==> src/rtl/seq_divider.sv <==
// Multi-cycle restoring divider: one quotient bit per cycle, optional two's-complement
// operands, divide-by-zero and signed-overflow flags, results held until the next completion.
module seq_divider #(
    parameter  int W  = 8,
    localparam int CW = $clog2(W + 1)
) (
    input  logic         clk,
    input  logic         reset,
    input  logic         start,
    input  logic         is_signed,
    input  logic [W-1:0] dividend,
    input  logic [W-1:0] divisor,
    output logic [W-1:0] quotient,
    output logic [W-1:0] remainder,
    output logic         busy,
    output logic         done,
    output logic         div_by_zero,
    output logic         overflow,
    output logic [1:0]   dbg_state_o
);

    // Handshake: start is taken only on an edge where busy=0; operands and is_signed are
    // sampled on that edge. done pulses for one cycle with busy already low, so the
    // controller may issue the next start in the done cycle.
    typedef enum logic [1:0] {
        S_IDLE = 2'd0,
        S_ITER = 2'd1,
        S_FIX  = 2'd2
    } state_t;

    localparam logic [W-1:0] MIN_NEG = {1'b1, {(W-1){1'b0}}};

    state_t         state_q, state_d;
    logic [CW-1:0]  cnt_q, cnt_d;
    logic           sgn_q, sgn_d;
    logic           a_neg_q, a_neg_d;
    logic           b_neg_q, b_neg_d;
    logic [W-1:0]   dvd_q, dvd_d;
    logic [W-1:0]   dvs_q, dvs_d;
    logic [W:0]     rem_q, rem_d;
    logic [W-1:0]   quo_q, quo_d;
    logic           dbz_pend_q, dbz_pend_d;
    logic           ovf_pend_q, ovf_pend_d;
    logic [W-1:0]   quotient_q, quotient_d;
    logic [W-1:0]   remainder_q, remainder_d;
    logic           done_q, done_d;
    logic           dbz_q, dbz_d;
    logic           ovf_q, ovf_d;

    logic           in_a_neg, in_b_neg;
    logic [W-1:0]   in_a_mag, in_b_mag;
    logic [W+1:0]   trial;
    logic           trial_neg;

    always_comb begin
        in_a_neg = is_signed & dividend[W-1];
        in_b_neg = is_signed & divisor[W-1];
        in_a_mag = in_a_neg ? -dividend : dividend;
        in_b_mag = in_b_neg ? -divisor  : divisor;
    end

    // Partial remainder stays below the divisor, so {rem, bit} < 2^(W+1) and a
    // W+2-bit difference carries a reliable sign in its MSB.
    always_comb begin
        trial     = {rem_q, dvd_q[W-1]} - {2'b00, dvs_q};
        trial_neg = trial[W+1];
    end

    always_comb begin
        state_d     = state_q;
        cnt_d       = cnt_q;
        sgn_d       = sgn_q;
        a_neg_d     = a_neg_q;
        b_neg_d     = b_neg_q;
        dvd_d       = dvd_q;
        dvs_d       = dvs_q;
        rem_d       = rem_q;
        quo_d       = quo_q;
        dbz_pend_d  = dbz_pend_q;
        ovf_pend_d  = ovf_pend_q;
        quotient_d  = quotient_q;
        remainder_d = remainder_q;
        done_d      = 1'b0;
        dbz_d       = dbz_q;
        ovf_d       = ovf_q;

        unique case (state_q)
            S_IDLE: begin
                if (start) begin
                    sgn_d      = is_signed;
                    a_neg_d    = in_a_neg;
                    b_neg_d    = in_b_neg;
                    dvs_d      = in_b_mag;
                    rem_d      = '0;
                    quo_d      = '0;
                    cnt_d      = CW'(W);
                    dbz_pend_d = (divisor == '0);
                    ovf_pend_d = is_signed && (dividend == MIN_NEG) && (divisor == '1);
                    if (divisor == '0) begin
                        // Raw dividend is kept so it can be returned unmodified.
                        dvd_d   = dividend;
                        state_d = S_FIX;
                    end else begin
                        dvd_d   = in_a_mag;
                        state_d = S_ITER;
                    end
                end
            end
            S_ITER: begin
                if (trial_neg) begin
                    rem_d = {rem_q[W-1:0], dvd_q[W-1]};
                end else begin
                    rem_d = trial[W:0];
                end
                quo_d = {quo_q[W-2:0], ~trial_neg};
                dvd_d = {dvd_q[W-2:0], 1'b0};
                cnt_d = cnt_q - CW'(1);
                if (cnt_q == CW'(1)) begin
                    state_d = S_FIX;
                end
            end
            S_FIX: begin
                if (dbz_pend_q) begin
                    quotient_d  = '1;
                    remainder_d = dvd_q;
                    dbz_d       = 1'b1;
                    ovf_d       = 1'b0;
                end else begin
                    quotient_d  = (sgn_q && (a_neg_q != b_neg_q)) ? -quo_q : quo_q;
                    remainder_d = (sgn_q && a_neg_q) ? -rem_q[W-1:0] : rem_q[W-1:0];
                    dbz_d       = 1'b0;
                    ovf_d       = ovf_pend_q;
                end
                done_d  = 1'b1;
                state_d = S_IDLE;
            end
            default: begin
                state_d = S_IDLE;
            end
        endcase
    end

    always_ff @(posedge clk or posedge reset) begin
        if (reset) begin
            state_q     <= S_IDLE;
            cnt_q       <= '0;
            sgn_q       <= 1'b0;
            a_neg_q     <= 1'b0;
            b_neg_q     <= 1'b0;
            dvd_q       <= '0;
            dvs_q       <= '0;
            rem_q       <= '0;
            quo_q       <= '0;
            dbz_pend_q  <= 1'b0;
            ovf_pend_q  <= 1'b0;
            quotient_q  <= '0;
            remainder_q <= '0;
            done_q      <= 1'b0;
            dbz_q       <= 1'b0;
            ovf_q       <= 1'b0;
        end else begin
            state_q     <= state_d;
            cnt_q       <= cnt_d;
            sgn_q       <= sgn_d;
            a_neg_q     <= a_neg_d;
            b_neg_q     <= b_neg_d;
            dvd_q       <= dvd_d;
            dvs_q       <= dvs_d;
            rem_q       <= rem_d;
            quo_q       <= quo_d;
            dbz_pend_q  <= dbz_pend_d;
            ovf_pend_q  <= ovf_pend_d;
            quotient_q  <= quotient_d;
            remainder_q <= remainder_d;
            done_q      <= done_d;
            dbz_q       <= dbz_d;
            ovf_q       <= ovf_d;
        end
    end

    assign quotient    = quotient_q;
    assign remainder   = remainder_q;
    assign busy        = (state_q != S_IDLE);
    assign done        = done_q;
    assign div_by_zero = dbz_q;
    assign overflow    = ovf_q;
    assign dbg_state_o = state_q;

endmodule

==> config.mk <==
export PLATFORM = sky130hd
export DESIGN_NAME = seq_divider
export DESIGN_NICKNAME = d
export VERILOG_FILES = /design/src/rtl/seq_divider.sv
export SDC_FILE = /design/constraint.sdc
export NUM_CORES = 1
export LEC_CHECK = 0
export ABC_CLOCK_PERIOD_IN_PS = 3000
export CORE_AREA = 2 2 102 79
export CTS_CLUSTER_SIZE = 16
export DETAILED_ROUTE_END_ITERATION = 7
export DIE_AREA = 0 0 104 81
export PLACE_DENSITY = 0.71
export SLEW_MARGIN = 20
export SYNTH_ARGS = -nofsm -noshare
export SYNTH_HDL_FRONTEND = slang
export SYNTH_SLANG_ARGS = --single-unit
==> constraint.sdc <==
create_clock -name clk -period 3 [get_ports clk]
set_clock_uncertainty 0.15 [all_clocks]
set_input_delay 0.6 -clock clk [delete_from_list [all_inputs] [get_ports clk]]
set_output_delay 0.6 -clock clk [all_outputs]
set_load 0.02 [all_outputs]
After elaboration in Yosys (flattened, before gate mapping)

Cells that the tools add are included.

Bitwise logic cells: 3
Multiplexer cells: 23
Equal/unequal tests: 8
Reductions and logical operators: 11
Add/sub/neg operators: 6

Operator list:

| kind                  | count |
|---|---|
| $mux W8               | 9 |
| $neg A8 Y8            | 4 |
| $pmux W8 S2           | 2 |
| $mux W9               | 2 |
| $pmux W9 S2           | 1 |
| $eq A8 B8 Y1 const B  | 2 |
| $sub A10 B8 Y10       | 1 |
| $logic_not A8 Y1      | 1 |
| $pmux W4 S2           | 1 |
| $mux W2               | 3 |
| $reduce_and A2 Y1     | 3 |
| $eq A4 B1 Y1 const B  | 1 |
| $logic_and A1 B1 Y1   | 4 |
| $mux W4               | 1 |
| $ne A2 B2 Y1 const B  | 2 |
| $pmux W2 S2           | 1 |
| $reduce_bool A2 Y1    | 2 |
| $sub A4 B1 Y4 const B | 1 |
| $mux W1               | 3 |
| $and A1 B1 Y1         | 2 |
| $eq A2 B1 Y1 const B  | 1 |
| $eq A2 B2 Y1 const B  | 1 |
| $logic_not A2 Y1      | 1 |
| $ne A1 B1 Y1          | 1 |
| $not A1 Y1            | 1 |

Logic and storage cells: 67
Flip-flop bits (word level): 63

Longest topological paths before layout

Gate-level depths: netlist (run 1).

Word-level depth: 5
Depth in mapped cells: 10
Depth with buffers taken out: 10

Worst setup path before layout (run 1)

Ideal clock, no wire load.

Kind: reg-to-reg
From: reg rem_q[4]
To: reg rem_q[6]
Buffers on the path: 0
Clock period less this slack: 2190 ps
Cell stages (with the launch flop): 8
Setup slack: 810 ps
Arrival time: 1908 ps
Setup time: 132 ps
Cell sequence: dfrtp_1 ha_1 and3_4 a211oi_2 a21boi_4 xnor2_4 mux2i_1 o21ai_1

Longest elaborated chain between the ends: 3

RTL lines:

| element                | RTL line | text |
|---|---|---|
| from (decl)            | 40       | `logic [W:0] rem_q, rem_d;` |
| from (signal assigned) | 169      | `rem_q <= rem_d;` |
| $sub A10 B8 Y10        | 65       | `trial = {rem_q, dvd_q[W-1]} - {2'b00, dvs_q};` |
| $mux W9                | 110      | `if (trial_neg) begin` |
| $pmux W9 S2            | 87       | `unique case (state_q)` |

No other way between the ends.
A chain may end at the register's enable or synchronous reset.

Final worst setup path (run 1)

From: in divisor[0]
To: reg dvd_q[4]

Longest elaborated chain between the ends: 4

RTL lines:

| element              | RTL line | text |
|---|---|---|
| from (decl)          | 12       | `input logic [W-1:0] divisor,` |
| $logic_not A8 Y1     | 99       | `if (divisor == '0) begin` |
| $mux W8              | 99       |  |
| $mux W8              | 89       | `if (start) begin` |
| $pmux W8 S2          | 87       |  |
| to (signal assigned) | 167      | `dvd_q <= dvd_d;` |
| to (decl)            | 38       | `logic [W-1:0] dvd_q, dvd_d;` |

No other way between the ends. The select of a mux whose other input is x is not followed.

==> results of run 1 <==
[worst max-delay path: cells and delay by family]
family                   cells  cell delay (ns)
adder cells (fa/ha/maj)      1             0.17
XOR/XNOR                     1             0.16
buffers and inverters        2             0.53
AO/OA/AOI/OAI                2             0.17
AND/OR/NAND/NOR              3             0.89
[synthesized netlist by cell type, types with 2 or more instances]
cell type  instances
dfrtp_1           63
or3_1              6
nor2_1            31
o311ai_0           2
inv_1             23
nand3_1           25
or4_1              2
xor2_1            10
and3_1             6
a31oi_1            3
o21ai_1           20
a211o_1            2
ha_1              15
xnor2_1           17
nand2_1           52
mux2i_1           11
clkbuf_1          21
nor3_1             7
nor2b_1            3
nand4_1            2
and2_1             2
o211ai_1           2
nand2b_1           5
o21ai_0           28
a21oi_1           32
o31ai_1            4
[stage by stage]
step,power (mW),cell area [um^2]
global placement,4.19,4140
CTS,5.00,4330
floorplan,3.53,3620
global route,5.40,4330
detailed placement,4.27,4140
finish,4.96,4330
[cell families (layout without fill, tap and decap cells)]
kind of cell               count (synthesis)  count (layout)  synth area share
AOI/OAI and AO/OA                        104             104             0.169
xor gates and xnor gates                  28              28            0.0729
adders and majority gates                 16              16            0.0574
buffers and inverters                     44              86            0.0456
DFF                                       63              63             0.436
muxes                                     11              11            0.0304
and+or+nand+nor                          147             147             0.189
[how the worst max path moves through the flow]
stage,startpoint,to,slack (ns)
floorplan,reset,a_neg_q,0.68
global placement,divisor[0],dvd_q[3],0.35
detailed placement,divisor[1],dvd_q[4],0.22
CTS,divisor[1],dvd_q[4],0.58
global route,divisor[1],dvd_q[3],0.35
finish,divisor[0],dvd_q[4],0.55
[registers in the layout (all words and copies together), names as in the netlist, 2 cells and up]
register     cells
dvs_q            8
rem_q            9
quo_q            8
dvd_q            8
cnt_q            4
remainder        8
dbg_state_o      2
quotient         8
[metal layers]
layer  wire [um]  share of wire  up-vias
met1        3920           0.51     1388
met5           0              0        -
met2        3310           0.43       70
met3         405          0.052       14
met4         121          0.016        0
li1            -              -     1499
[layout make-up]
cell class              instances  area, um^2
clock inverters                 6        61.3
repair buffers                 47         468
fillers                       723        3240
flip-flops and latches         63        1580
inverters                      23        86.3
clock buffers                  10         128
multi-input cells             306        1880
well taps                     105         131
[power by group]
group | switching, mW | internal, mW
Combinational | 1.47 | 1.23
Clock | 0.331 | 0.380
Sequential | 0.337 | 1.22
Total | 2.13 | 2.83
==> impl_results.md, run 1 <==
* Yosys top cell by area: dfrtp_1
* First-pass GRT wire length at 13300 um
* PortBufs at 41
* Root Buffer: clkbuf_8
* Most frequent cells in the layout: dfrtp_1 (63), nand2_1 (52), clkdlybuf4s50_1 (41), a21oi_1 (32), nor2_1 (31)
* Antenna violations before repair at 0
* Grt met1 use at 0.285
* Total gr overflow at 0
* FMAX at 408 MHz
* Die H at 81 um
* Wire length per cell at 13.9 um
* Crit Path Class: input port to flip-flop
* Post-CTS sizing at 0
* Clock sink total at 63
* Clk Latency, worst-skew pair at 0.34 ns
* Worst VDD drop at roughly 0.0006 V
* Clock transition at path regs at 0.07 ns
* Setup slack after placement at 0.216 ns
* Min-delay worst type: flip-flop to flip-flop
* Power Density at around 1100 nW/um^2
* Via density per instance at 5.31
* EDFF count, synth at 0
* Critical path required time at 3.06 ns
* Hold buffer count at cts at 0
* Fraction of registers with async set/reset at 1.00
* Fraction of layout cells with a size suffix above 1 at 0.0659
* Postcts setup bufs at 0
* R2r startpoint: rem_q[4]
* Tcrit/Tclk final at 0.817
* CP peak stage delay at around 0.44 ns
* Post-synthesis cell type count at 45
* Largest net degree at the start of global routing at 64
* Hold Path Origin: overflow
* Most used routing layer in global routing: met2
* Drt drc at 0
* Antenna viol nets, final at 0
* Number of nets in the layout at roughly 490
* Core area at 7570 um^2
* Initial Util at 0.478
* Syn-to-layout area delta at 19.6%
* Unrepaired setup endpoints after global routing: no
* Number of synthesized register bits at between 60 and 70
* CP cell instances: clkdlybuf4s50_1, inv_1, ha_1, nor3b_1, nand3_1, nand3_1, a21oi_1, xnor2_1, o21ai_1
* Final hold slack at about 0.31 ns
* Leak Pwr at 1.92 nW
* Most frequent cell on the critical path: nand3_1
* Relative slew slack at 0.564
* Ports at 42
* Placement Rows at 28
* Gate Count Post-Synth at 413
* Worst Hold End: overflow
* Most common cell after layout, fill and taps aside: dfrtp_1
* Max-cap violation count at 0
* CTS tree: built
* CTS buffer count at 9
* Post-synth top area share at 0.436
* RePlAce Congestion at 0.798
* CP Launch Type: input port
* Met3 usage at 0.0449
* Grt met2 use at 0.301
* Setup slack after layout at 0.548 ns
* R2R setup slack at 0.58 ns
* Vias in the first global route at between 2000 and 3000
* Diode count at 0
* Fin. Hold Viols at 0
* Post-Syn Nets at 449
* Mean Syn Cell Area at 8.76 um^2
* Setup violators final at 0
* Final Critical Period at approximately 2.5 ns
* Finished Layout Cells at 560
* TritonRoute pass-1 iters at 4
* CP Data Arrival Time at roughly 2.5 ns
* DRT iter0 DRCs at 200
* Post-synthesis sequential area ratio at 0.436
* Via count at 2971
* Fin util at 0.572
* Post-Syn Area at between 3000 and 4000 um^2
* YS warnings at 0
* Maximum buffer depth of the clock tree at 2
* Slowest CP cell: clkdlybuf4s50_1
* Synth area leaders: dfrtp_1 (44%), nand2_1 (5.4%), ha_1 (5.2%)
* Slew @ Worst Pin at 0.654 ns
* R2R cell count at 7
* Total GRT Usage at 0.199
* Final Slew Violations at 0
* Worst-path fanout max at 6
* Die Width at 104 um
* Main synth FF type: dfrtp_1
* Placed cell count at 544
* Setup TNS at 0 ns
* Total Wirelength at between 7000 and 8000 um
* Crit end category: flip-flop
* Status: finished clean
* Hold path depth at 2
* Post-DP HPWL at 5790 um
* Reg2reg end: rem_q[0]
* Die area at ~8400 um^2
* H-tree levels at 3
(Power assumes the default switching activity.)
==> run 2: changes to the inputs <==
--- a/config.mk
+++ b/config.mk
@@ -5,7 +5,7 @@
 export SDC_FILE = /design/constraint.sdc
 export NUM_CORES = 1
 export LEC_CHECK = 0
-export ABC_CLOCK_PERIOD_IN_PS = 3000
+export ABC_CLOCK_PERIOD_IN_PS = 2300
 export CORE_AREA = 2 2 102 79
 export CTS_CLUSTER_SIZE = 16
 export DETAILED_ROUTE_END_ITERATION = 7
==> constraint.sdc (replaced) <==
create_clock -name clk -period 2.3 [get_ports clk]
set_clock_uncertainty 0.15 [all_clocks]
set_input_delay 0.46 -clock clk [delete_from_list [all_inputs] [get_ports clk]]
set_output_delay 0.46 -clock clk [all_outputs]
set_load 0.02 [all_outputs]
==> impl_results.md, run 2 (synthesis gave the netlist of run 1 again) <==
* Status: finished clean (unchanged)
* Largest Register: rem_q (unchanged)
* Die H at 81 um (unchanged)
* Clock transition at path regs at 0.07 ns (about the same)
* Maximum buffer depth of the clock tree at 2 (unchanged)
* Die area at 8420 um^2 (unchanged)
* Ports at 42 (unchanged)
* Max-cap violation count at 0 (unchanged)
* Root Buffer: clkbuf_8 (unchanged)
* Die Width at 104 um (unchanged)
* Final Critical Period at 2.29 ns
* Max reg flops at 9 (unchanged)
* Grt met1 use at 0.287 (was 0.285)
* PortBufs at 41 (unchanged)
* Diode count at 0 (unchanged)
* Clock sink total at 63 (unchanged)
* Min-delay worst type: flip-flop to flip-flop (unchanged)
* Total GRT Usage at 0.214 (was 0.199)
* Vias in the first global route at 2935 (was 2742)
* H-tree levels at 3 (unchanged)
* Clk Latency, worst-skew pair at 0.34 ns (about the same)
* TritonRoute pass-1 iters at 4 (unchanged)
* Placement Rows at 28 (unchanged)
* First-pass GRT wire length at 14200 um (was 13300 um)
* Unrepaired setup endpoints after global routing: yes (was no)
* Crit end category: flip-flop (unchanged)
* CTS buffer count at 9 (unchanged)
* Slew @ Worst Pin at 0.617 ns (was 0.654 ns)
* Grt met2 use at 0.351 (was 0.301)
* CP Data Arrival Time at 2.36 ns (was 2.52 ns)
* Total Wirelength at 8450 um (was 7760 um)
* Via count at 3093 (was 2971)
* Fraction of layout cells with a size suffix above 1 at 0.135 (was 0.0659)
* FMAX at 436 MHz
* Critical path required time at 2.37 ns (was 3.06 ns)
* Syn-to-layout area delta at 28.9% (was 19.6%)
* DRT iter0 DRCs at 151 (was 200)
* Placed cell count at 566 (was 544)
* Finished Layout Cells at 587 (was 560)
* Total power at 7.38 mW (was 4.96 mW)
* Leak Pwr at 2.09 nW (was 1.92 nW)
* CP Launch Type: flip-flop (was input port)
* Most common cell after layout, fill and taps aside: dfrtp_1 (unchanged)
* CTS tree: built (unchanged)
* Worst-path fanout max at 5 (was 6)
* Met3 usage at 0.0594 (was 0.0449)
* Drt drc at 0 (unchanged)
* Crit Path Class: flip-flop to flip-flop (was input port to flip-flop)
* RePlAce Congestion at 0.823 (was 0.798)
* Antenna viol nets, final at 0 (unchanged)
* Via density per instance at 5.27 (was 5.31)
* Number of nets in the layout at 513 (was 486)
* Post-DP HPWL at 6000 um (was 5790 um)
* Initial Util at 0.478 (unchanged)
* Largest net degree at the start of global routing at 64 (unchanged)
* Worst VDD drop at 0.000825 V (was 0.000585 V)
* Setup violators final at 0 (unchanged)
* Power Density at 1580 nW/um^2 (was 1150 nW/um^2)
* Tcrit/Tclk final at 0.997
* Final Slew Violations at 0 (unchanged)
* Total gr overflow at 0 (unchanged)
* Wire length per cell at 14.4 um (was 13.9 um)
* Fin. Hold Viols at 0 (unchanged)
* Antenna violations before repair at 0 (unchanged)
* Core area at 7570 um^2 (unchanged)
* Relative slew slack at 0.589 (was 0.564)
* Most frequent cells in the layout: dfrtp_1 (63), nand2_1 (52), clkdlybuf4s50_1 (41), nor2_1 (31), a21oi_1 (31) (was dfrtp_1 (63), nand2_1 (52), clkdlybuf4s50_1 (41), a21oi_1 (32), nor2_1 (31))
* Most used routing layer in global routing: met2 (unchanged)
-- run 2: worst max-delay path, stage by stage, from the launching register on --
cell      delay (ns)
dfrtp_1         0.37
inv_2           0.10
ha_4            0.22
a211o_1         0.27
a211oi_2        0.14
a21boi_4        0.37
xnor2_4         0.21
mux2i_1         0.25
o21ai_1         0.09
-- run 2: worst paths after layout --
check                            start      endpoint  slack, ns  cells after the start
hold reg to reg            quotient[0]   quotient[0]       0.33                      2
setup / recovery              dvs_q[7]      rem_q[4]      0.006                      8
min in group asynchronous        reset  remainder[1]       0.34                      3
setup reg to reg              dvs_q[7]      rem_q[4]      0.006                      8
max in group asynchronous        reset      quo_q[2]       1.37                      3
hold / removal             quotient[0]   quotient[0]       0.33                      2
-- run 2: stage by stage --
step                      setup slack, ns   util  hold WS, ns  area, um^2  setup TNS (ns)
after detailed placement           -0.123  0.571        0.314        4320          -0.641
after global placement            -0.0463  0.571        0.299        4320          -0.141
after floorplan                     0.110      -        0.300        3620               0
final                             0.00614  0.617        0.326        4670               0
after global routing              -0.0690  0.617        0.355        4670          -0.396
after CTS                          0.0219  0.609        0.330        4610               0
-- run 2: routing by layer --
layer	routed length [um]	part of all wire	up-vias
met5	0	0	-
met4	81	0.0096	0
met3	378	0.045	8
met2	3920	0.46	67
met1	4070	0.48	1465
li1	-	-	1553
-- run 2: timing repair --
| action | in CTS | in global routing |
|---|---|---|
| pin swaps | 1 | 6 |
| hold buffers | 0 | 0 |
| setup buffers | 0 | 4 |
| setup endpoints to repair | 8 | 10 |
| gates cloned | 1 | 0 |
| resized for setup | 4 | 6 |
-- run 2: cell type report --
cell class                 count  area (um^2)
fill                         676         2900
multi-input combinational    307         1960
sequential                    63         1580
timing repair buffer          73          676
tap                          105          131
clock buffer                  10          128
clock inverter                 6          109
inverter                      23         86.3
-- run 2: report_power, final --
group          switching [mW]  leakage, nW  internal [mW]
clock network           0.438        0.120          0.718
logic                    2.20         1.20           2.03
registers               0.405        0.764           1.59
total                    3.04         2.09           4.34
